### config.mk
export PLATFORM = sky130hd
export DESIGN_NAME = axi_stream_sample_packetizer
export DESIGN_NICKNAME = d
export VERILOG_FILES = /design/src/rtl/axi_stream_sample_packetizer.sv
export SDC_FILE = /design/constraint.sdc
export NUM_CORES = 1
export LEC_CHECK = 0
export CORE_MARGIN = 2
export CORE_UTILIZATION = 26
export DETAILED_ROUTE_END_ITERATION = 7
export GPL_TIMING_DRIVEN = 0
export PLACE_DENSITY = 0.45
export SYNTH_ARGS = -nofsm -noshare
export SYNTH_HDL_FRONTEND = slang
export SYNTH_SLANG_ARGS = --single-unit
### constraint.sdc
create_clock -name clk -period 2 [get_ports clk]
set_input_delay 0.3 -clock clk [delete_from_list [all_inputs] [get_ports clk]]
set_output_delay 0.3 -clock clk [all_outputs]
set_load 0.05 [all_outputs]
### src/rtl/axi_stream_sample_packetizer.sv
// rtl/axi_stream_sample_packetizer.sv - frames a tlast-less sample stream into header+payload packets
//
// Ports:
//   clk, rst          clock, synchronous active-high reset
//   enable            when low no packet opens and an open packet closes
//   in_tdata/tvalid   32-bit sample stream (no tlast)
//   in_tready         sample accept
//   out_tdata/tvalid/tlast/tready  packet stream: header {ID, seq} then 1..PKT_LEN samples
//   force_transmit    one-cycle pulse when a packet was closed by the idle timeout
module axi_stream_sample_packetizer #(
  parameter logic [7:0] ID      = 8'h00,
  parameter int         PKT_LEN = 63,
  parameter int         TIMEOUT = 1024
) (
  input  logic        clk,
  input  logic        rst,
  input  logic        enable,
  input  logic [31:0] in_tdata,
  input  logic        in_tvalid,
  output logic        in_tready,
  output logic [31:0] out_tdata,
  output logic        out_tvalid,
  output logic        out_tlast,
  input  logic        out_tready,
  output logic        force_transmit
);

  localparam int CW = $clog2(PKT_LEN + 1);
  localparam int TW = $clog2(TIMEOUT + 1);

  typedef enum logic [1:0] {IDLE, OPEN, CLOSE} state_t;

  state_t          state;
  logic [23:0]     seq;
  logic [CW-1:0]   cnt;
  logic [TW-1:0]   timer;
  logic [31:0]     hold;
  logic            hold_valid;
  logic            to_flag;
  logic            slot_free;
  logic            accept;

  assign slot_free = !out_tvalid || out_tready;
  assign in_tready = !rst && enable && slot_free && (state != CLOSE);
  assign accept    = in_tvalid && in_tready;

  always_ff @(posedge clk) begin
    if (rst) begin
      state          <= IDLE;
      seq            <= 24'd0;
      cnt            <= '0;
      timer          <= '0;
      hold           <= 32'd0;
      hold_valid     <= 1'b0;
      to_flag        <= 1'b0;
      out_tdata      <= 32'd0;
      out_tvalid     <= 1'b0;
      out_tlast      <= 1'b0;
      force_transmit <= 1'b0;
    end else begin
      force_transmit <= 1'b0;
      // A consumed word leaves the slot empty unless something is loaded below.
      if (out_tready) out_tvalid <= 1'b0;

      case (state)
        IDLE: begin
          if (accept) begin
            out_tdata  <= {ID, seq};
            out_tvalid <= 1'b1;
            out_tlast  <= 1'b0;
            hold       <= in_tdata;
            hold_valid <= 1'b1;
            cnt        <= CW'(1);
            timer      <= '0;
            state      <= (PKT_LEN == 1) ? CLOSE : OPEN;
          end
        end

        OPEN: begin
          if (accept) begin
            // The held sample moves out; the new one waits in case it ends the packet.
            out_tdata  <= hold;
            out_tvalid <= 1'b1;
            out_tlast  <= 1'b0;
            hold       <= in_tdata;
            cnt        <= cnt + CW'(1);
            timer      <= '0;
            if (cnt == CW'(PKT_LEN - 1)) state <= CLOSE;
          end else if (!enable) begin
            state   <= CLOSE;
            to_flag <= 1'b0;
          end else if (timer == TW'(TIMEOUT - 1)) begin
            state   <= CLOSE;
            to_flag <= 1'b1;
          end else if (timer != TW'(TIMEOUT)) begin
            timer <= timer + TW'(1);
          end
        end

        CLOSE: begin
          if (slot_free) begin
            out_tdata      <= hold;
            out_tvalid     <= hold_valid;
            out_tlast      <= 1'b1;
            hold_valid     <= 1'b0;
            seq            <= seq + 24'd1;
            force_transmit <= to_flag;
            to_flag        <= 1'b0;
            state          <= IDLE;
          end
        end

        default: state <= IDLE;
      endcase
    end
  end

endmodule

Word level (Yosys, flattened, before mapping)
Cells that the tools add are included.
Widths: inputs -> output; s select.
- bits in registers: 112
- add/subtract/negate cells: 3
- eq/ne operators: 17
- mux-type cells: 34
- bitwise operators: 2
- reduce and logical (&&, ||, !) cells: 24
- operator list (operator ; number):
    $mux 32 ; 3
    $pmux 32 s3 ; 1
    $mux 11 ; 5
    $add 24x1->24 const B ; 1
    $pmux 11 s2 ; 1
    $ne 3x3->1 const B ; 5
    $mux 2 ; 6
    $mux 6 ; 2
    $pmux 6 s2 ; 1
    $reduce_and 4->1 ; 3
    $add 11x1->11 const B ; 1
    $eq 11x10->1 const B ; 1
    $ne 11x11->1 const B ; 1
    $mux 1 ; 10
    $ne 2x2->1 const B ; 5
    $reduce_and 3->1 ; 3
    $pmux 1 s2 ; 4
    $reduce_bool 2->1 ; 4
    $add 6x1->6 const B ; 1
    $eq 6x6->1 const B ; 1
    $pmux 2 s3 ; 1
    $reduce_and 5->1 ; 1
    $logic_and 1x1->1 ; 4
    $ne 4x4->1 const B ; 1
    other kinds (11) ; 14

Longest topological paths before layout
Gate-level depths: netlist of run 1.
- word-level depth: 7
- gate-level depth with buffers: 9
- gate-level depth less buffers: 7

Worst setup path before layout of run 1
No wires, ideal clock.
- path kind: register -> output
- from: register state[0]
- to: output in_tready
- data arrival time: 2098 ps
- slack: -398 ps
- cell stages (with the launch flop): 6
- path buffers: 1
- path through: dfxtp_1 > inv_1 > ha_1 > clkbuf_1 > nand2b_1 > nor3_1
- longest elaborated chain between the ends: 2
- ends and longest elaborated chain (element ; line ; text):
    start, declared ; 33 ; state_t state;
    start signal, assigned ; 75 ; state <= (PKT_LEN == 1) ? CLOSE : OPEN;
    $ne 2x2->1 ; 44 ; assign in_tready = !rst && enable && slot_free && (state != CLOSE);
    $logic_and 1x1->1 ; 44 ;
    end, declared ; 20 ; output logic in_tready,
Every way passes these cells.

Worst setup path in the final report of run 1
- from: register state[1]
- to: register out_tdata[12]
- longest elaborated chain between the ends: 5
- elaborated cells between the ends (all ways): 12
- ends and longest elaborated chain (element ; line ; text):
    $ne 2x2->1 ; 44 ;
    $logic_and 1x1->1 ; 44 ;
    $logic_and 1x1->1 ; 45 ; assign accept = in_tvalid && in_tready;
    $ne 2x2->1 (no source line) ; n/a ;
    $reduce_and 4->1 (no source line) ; n/a ;
    end signal, assigned ; 68 ; out_tdata <= {ID, seq};
    end signal, assigned ; 82 ; out_tdata <= hold;
    end signal, assigned ; 102 ; out_tdata <= hold;
    end, declared ; 21 ; output logic [31:0] out_tdata,
Several ways; a longest one is shown, not always the timed one.
A chain may end at the register's enable or synchronous reset.

==> flow_metrics.py, run 1 <==
metrics = {
    "outcome": {
        "status": "complete, no violations",
    },
    "critical_path": {
        "crit_type": "reg -> reg",
        "cpPeakStageDelay_ns": 0.38,
        "required_ns": 2.28,
        "cpMaxStageDelayCell": "dfxtp_2",
        "crit_buf_inv": 4,
        "crit_chain": "inv_1 -> ha_1 -> buf_4 -> nor2_4 -> o221a_4 -> buf_6 -> buf_8 -> nor2_1 -> a211oi_2",
        "critical_path.endpoint_type": "flop",
        "cp_max_fo": 10,
        "crit_arrival_ns": 2.23,
        "startpoint_type": "flop",
        "critical_path.top_delay_family": "buffers and inverters",
    },
    "floorplan": {
        "rows": 50,
        "die_y_um": 143,
        "start_util_pct": 26.6,
        "dieWidth_um": 143,
        "die_area_um2": 20300,
        "ios": 73,
        "core_um2": 18800,
    },
    "placement": {
        "place.gp.congestion": 0.788,
        "postPlaceCellArea_um2": 6000,
        "pre_cts_ws_ns": -0.600,
        "hpwlAfterDp_mm": 10.2,
        "io_buffers": 71,
    },
    "logic_synthesis": {
        "synth_top_cell_by_area": "dfxtp_1",
        "synth-edff-count": 0,
        "synth_most_common_cell": "dfxtp_1",
        "synth_ff_type": "dfxtp_1",
        "syn_inst": 578,
        "async_flop_share_pct": 0,
        "ys_ff_latch": 112,
        "ys.warnings.count": 0,
        "seq_area_frac_synth_pct": 44.9,
        "synth_fp_nets": 624,
        "yosys-top-cells-area": "dfxtp_1, nand2_1, mux2i_1",
        "ys_types": 47,
        "synth_top_area_share_pct": 44.9,
        "ys_top_cells_by_count": "dfxtp_1, nand2_1, nor2_1",
        "synth_area_per_cell_um2": 8.64,
        "syn_area_um2": 4990,
    },
    "grt": {
        "track_usage_pct": 14.0,
        "grt_pass1_wl_mm": 22.4,
        "grt_pass1_vias": 4345,
        "overflow": 0,
        "grt_max_degree": 21,
        "grt_antenna_before_repair": 0,
    },
    "detailed_routing": {
        "drt-pass1-iter-count": 4,
        "route.detailed.drc": 0,
        "vias_per_cell": 4.80,
        "routed_wl_mm": 14.0,
        "num_vias": 4345,
        "ant_nets": 0,
        "drt-wirelength-per-cell_um": 15.4,
        "drt-initial-drc-count": 228,
    },
    "cts": {
        "cts_root_buf": "clkbuf_16",
        "cts.clk_slew.worst_paths_ns": 0.07,
        "clk_path_buf_depth": 2,
        "cts.sinks": 112,
        "clock_latency_ns": 0.36,
        "hold_buffers": 0,
        "tritoncts": "built",
        "cts_buffers": 9,
        "cts_htree_levels": 3,
    },
    "power_and_ir_drop": {
        "intPower_mw": 3.52,
        "p_per_area_nw_per_um2": 753,
        "pwr-share-seq_pct": 47.5,
        "cellLeakagePower_nw": 2.18,
        "switching_share_pct": 28.9,
        "clockPowerShare_pct": 36.7,
        "switchingPower_mw": 1.43,
        "ir_drop_mv": 0.460,
        "p_comb_share_pct": 15.7,
        "report.power.total_mw": 4.94,
    },
    "cells_and_area": {
        "multi_input_area_um2": 2630,
        "utilization_pct": 35.0,
        "num-fill-cells": 1913,
        "seqCellArea_um2": 2250,
        "drive_above_1_share_pct": 13.1,
        "area.growth.synth_to_final_pct": 31.5,
        "final_net_count": 712,
        "final_area_um2": 6560,
        "diodes": 0,
    },
    "sta": {
        "fin_crit_ns": 1.95,
        "timing.slew.headroom_pct": 54.9,
        "hold_violations": 0,
        "tightest_slew_ns": 0.676,
        "fmax_mhz": 512,
        "worst_slack_ns": 0.0484,
        "whs_ns": 0.445,
        "skew_ns": 0.00655,
        "setup_viol_count_final": 0,
        "maxSlewViolCount": 0,
        "fin_crit_sh_pct": 97.6,
        "grt_setup_unrepaired": "yes",
    },
    "hold_path": {
        "min-delay-path-class": "reg -> reg",
    },
    "flow_run": {
        "maxCapViolations": 0,
    },
}
-- cell families (layout without fill, tap and decap cells) --
family	after synthesis	count (layout)	share of synthesized area, %
flops	112	112	44.9
compound gates	111	111	15.1
xor+xnor	24	24	4.21
simple gates	239	239	22.8
fa+ha+maj	9	9	2.26
mux	27	27	5.41
buf+inv	56	149	5.31
-- metal layers --
metal | up-vias | share of wire, % | global-route usage (%)
li1 | 2185 | - | -
met5 | - | 0 | 0
met2 | 77 | 46 | 22.8
met4 | 0 | 1.5 | 4.33
met1 | 2065 | 48 | 18.5
met3 | 18 | 4.1 | 3.33
-- sequential cells by signal, indices dropped and copies added (netlist names) --
| register | cells |
|---|---|
| out_tlast | 1 |
| force_transmit | 1 |
| to_flag | 1 |
| out_tdata | 32 |
| out_tvalid | 1 |
| cnt | 6 |
| hold_valid | 1 |
| seq | 24 |
| state | 2 |
| timer | 11 |
| hold | 32 |
-- worst register-to-register path, cell delays in order (launching register included) --
cell      delay, ns
dfxtp_2        0.38
inv_1          0.10
ha_1           0.21
buf_4          0.19
nor2_4         0.21
o221a_4        0.22
buf_6          0.16
buf_8          0.16
nor2_1         0.07
a211oi_2       0.18
-- through the flow --
| step | cells | TNS, ns |
|---|---|---|
| floorplan | 578 | 0 |
| global placement | 883 | -25.37 |
| detailed placement | 883 | -25.70 |
| CTS | 900 | 0 |
| global route | 905 | -0.559 |
| finish | 905 | 0 |
-- timing repair --
action                                  in CTS  in global routing
endpoints found under the setup margin      84                 74
pin swaps                                    2                  4
resized for setup                           36                 28
buffers inserted                             1                  5
-- worst paths after layout --
kind,depth (start not counted),endpoint,slack [ns],from
setup / recovery,9,out_tdata[12]$_SDFFE_PP0P_,0.05,state[1]$_SDFFE_PP0P_
hold reg to reg,2,force_transmit$_SDFF_PP0_,0.44,to_flag$_SDFFE_PP0P_
hold / removal,2,force_transmit$_SDFF_PP0_,0.44,to_flag$_SDFFE_PP0P_
setup reg to reg,9,out_tdata[12]$_SDFFE_PP0P_,0.05,state[1]$_SDFFE_PP0P_
-- layout make-up --
class / count / area share, %
plain buffers: 38 / 3.97
clock buffers: 10 / 3.64
clock inverters: 6 / 0.934
inverters: 18 / 1.03
multi-input cells: 410 / 40.0
flip-flops and latches: 112 / 34.2
well taps: 234 / 4.46
repair buffers: 77 / 11.7
-- power groups by stage --
| stage | sequential (mW) | clock (mW) | combinational, mW |
|---|---|---|---|
| final | 2.35 | 1.82 | 0.778 |
| after floorplan | 2.56 | 0 | 0.297 |
| after global placement | 2.40 | 0 | 0.731 |
| after detailed placement | 2.40 | 0 | 0.737 |
| after global routing | 2.36 | 1.96 | 0.834 |
| after CTS | 2.35 | 1.87 | 0.758 |
-- cells in the final DEF (no fill, tap or decap), types with 3 or more instances in the layout --
cell type / Yosys / routed
dfxtp_1: 112 / 110
nand2_1: 90 / 87
clkdlybuf4s50_1: 0 / 70
nor2_1: 61 / 60
a21oi_1: 49 / 49
mux2i_1: 27 / 27
nand3_1: 21 / 19
inv_1: 18 / 17
o21ai_0: 17 / 16
nor3_1: 20 / 16
a211oi_1: 15 / 14
xnor2_1: 13 / 13
clkbuf_1: 19 / 12
buf_4: 5 / 12
nand4_1: 12 / 12
a211oi_2: 10 / 11
xor2_1: 11 / 11
clkbuf_16: 0 / 10
buf_2: 11 / 9
buf_6: 3 / 7
o22a_1: 7 / 7
ha_1: 9 / 7
and4_1: 6 / 6
and3_1: 6 / 6
nor3_4: 0 / 3
nand2b_1: 4 / 3
nor3_2: 2 / 3
No activity file was read; power rests on OpenSTA's default activity.
==> run 2: changes to the inputs <==
--- a/config.mk
+++ b/config.mk
@@ -6,10 +6,10 @@
 export NUM_CORES = 1
 export LEC_CHECK = 0
 export CORE_MARGIN = 2
-export CORE_UTILIZATION = 26
+export CORE_UTILIZATION = 54
 export DETAILED_ROUTE_END_ITERATION = 7
 export GPL_TIMING_DRIVEN = 0
-export PLACE_DENSITY = 0.45
+export PLACE_DENSITY = 0.8
 export SYNTH_ARGS = -nofsm -noshare
 export SYNTH_HDL_FRONTEND = slang
 export SYNTH_SLANG_ARGS = --single-unit
==> run 2 against run 1 <==
Effect of this change:
- worst setup slack improved by 0.012 ns
- sequential cell count unchanged
- highest routed layer unchanged
- critical path depth decreased by 3
- critical endpoint is now in_tready
- clock power decreased by 26%
- fmax increased by 0.60%
- largest cell class unchanged
- hold slack improved by 0.016 ns
- non-clock buffer count decreased by 3
==> flow_metrics.py, run 2 (same netlist as run 1, synthesis figures left out) <==
metrics = {
    "cells_and_area": {
        "fin_cells": 779,
        "layout_commonest_cell": "dfxtp_1",
        "area.growth.synth_to_final_pct": 25.0,
        "drive_above_1_share_pct": 12.0,
        "diodes": 0,
        "num-fill-cells": 717,
        "top_regs": "hold x32, out_tdata x32, seq x24",
        "final_area_um2": 6240,
        "mostFrequentLayoutCells": "dfxtp_1, nand2_1, clkdlybuf4s50_1",
        "final_net_count": 709,
        "utilization_pct": 68.5,
    },
    "power_and_ir_drop": {
        "switchingPower_mw": 1.34,
        "pwr-share-seq_pct": 52.7,
        "intPower_mw": 3.12,
        "clockPowerShare_pct": 30.2,
        "p_comb_share_pct": 17.2,
        "ir_drop_mv": 0.451,
        "p_per_area_nw_per_um2": 715,
        "cellLeakagePower_nw": 2.11,
        "report.power.total_mw": 4.46,
        "switching_share_pct": 30.1,
    },
    "critical_path": {
        "crit_type": "reg -> out",
        "cp_max_fo": 10,
        "required_ns": 1.70,
        "crit_arrival_ns": 1.64,
        "startpoint_type": "flop",
        "critical_path.endpoint_type": "output pin",
    },
    "outcome": {
        "status": "complete, no violations",
    },
    "floorplan": {
        "rows": 35,
        "core_um2": 9110,
        "ios": 73,
        "dieWidth_um": 100,
        "die_y_um": 100,
        "die_area_um2": 10000,
        "start_util_pct": 54.8,
    },
    "cts": {
        "cts_root_buf": "clkbuf_8",
        "cts.sinks": 112,
        "hold_buffers": 0,
        "tritoncts": "built",
        "cts_htree_levels": 3,
        "clk_path_buf_depth": 2,
        "clock_latency_ns": 0.38,
        "cts_buffers": 9,
        "cts.clk_slew.worst_paths_ns": 0.11,
    },
    "detailed_routing": {
        "route.detailed.drc": 0,
        "routed_wl_mm": 12.7,
        "drt-wirelength-per-cell_um": 16.3,
        "drt-pass1-iter-count": 4,
        "drt-initial-drc-count": 254,
        "num_vias": 4512,
        "vias_per_cell": 5.79,
        "ant_nets": 0,
    },
    "sta": {
        "worst_slack_ns": 0.0601,
        "grt_setup_unrepaired": "yes",
        "maxSlewViolCount": 0,
        "fin_crit_sh_pct": 97.0,
        "fmax_mhz": 515,
        "tightest_slew_ns": 0.637,
        "timing.slew.headroom_pct": 57.5,
        "setup_tns_ns": 0,
        "setup_viol_count_final": 0,
        "fin_crit_ns": 1.94,
        "hold_violations": 0,
        "whs_ns": 0.461,
        "skew_ns": 0.0157,
    },
    "flow_run": {
        "maxCapViolations": 0,
    },
    "placement": {
        "postPlaceCellArea_um2": 5850,
        "hpwlAfterDp_mm": 9.07,
        "place.gp.congestion": 0.855,
        "io_buffers": 71,
        "dp_cells": 760,
        "pre_cts_ws_ns": -0.515,
    },
    "hold_path": {
        "min-delay-path-class": "in -> reg",
    },
    "grt": {
        "grt_pass1_wl_mm": 20.4,
        "grt_pass1_vias": 4250,
        "grt_max_degree": 21,
        "overflow": 0,
        "grt_antenna_before_repair": 0,
        "track_usage_pct": 25.4,
    },
}
## run 2: cell types whose count changed in the layout (fill, tap and decap cells not counted), moves of 2 or more
cell | previous run | this run
buf_4 | 12 | 10
clkbuf_16 | 10 | 0
clkbuf_8 | 1 | 10
inv_8 | 1 | 3
buf_8 | 1 | 3
## run 2: layout make-up
class                      count  area [um2]  share of cell area, %
multi-input combinational    410        2600                   41.7
clock buffer                  10         138                   2.21
buffer                        38         253                   4.05
inverter                      18        67.6                   1.08
sequential                   112        2250                   36.0
tap                          111         139                   2.23
timing repair buffer          74         734                   11.8
clock inverter                 6        56.3                  0.903
## run 2: metal layers
layer	wire (um)	vias up	global-route usage (%)
li1	-	2179	-
met1	5500	2157	32.7
met5	0	-	0
met4	233	0	7.69
met3	781	19	4.74
met2	6210	157	43.2
## run 2: final timing paths
path | start | end | slack, ns | cells after the start
worst max-delay path | state[0]$_SDFFE_PP0P_ | in_tready | 0.06 | 6
worst min register to register | hold[30]$_SDFFE_PP0P_ | hold[30]$_SDFFE_PP0P_ | 0.46 | 2
worst min-delay path | in_tdata[15] | hold[15]$_SDFFE_PP0P_ | 0.46 | 3
worst max register to register | state[1]$_SDFFE_PP0P_ | timer[4]$_SDFFE_PP0P_ | 0.06 | 7
## run 2: critical path, cell delays in order (launching register included)
cell and delay (ns):
dfxtp_2 0.37, inv_2 0.06, ha_4 0.18, buf_8 0.14, nand2b_4 0.15, nor3_4 0.19
buf_6 0.18
## run 2: power groups by stage
stage | clock [mW] | combinational, mW | sequential, mW
3_5_place_dp | 0 | 0.722 | 2.40
3_3_place_gp | 0 | 0.708 | 2.40
4_1_cts | 1.37 | 0.743 | 2.35
2_1_floorplan | 0 | 0.297 | 2.56
5_1_grt | 1.45 | 0.812 | 2.36
6_report | 1.35 | 0.767 | 2.35
## run 2: what timing repair did
| item | CTS | global route |
|---|---|---|
| setup buffers | 2 | 1 |
| gates resized for setup | 32 | 27 |
| gates cloned | 0 | 0 |
| endpoints found under the setup margin | 81 | 69 |
| pin swaps | 2 | 5 |
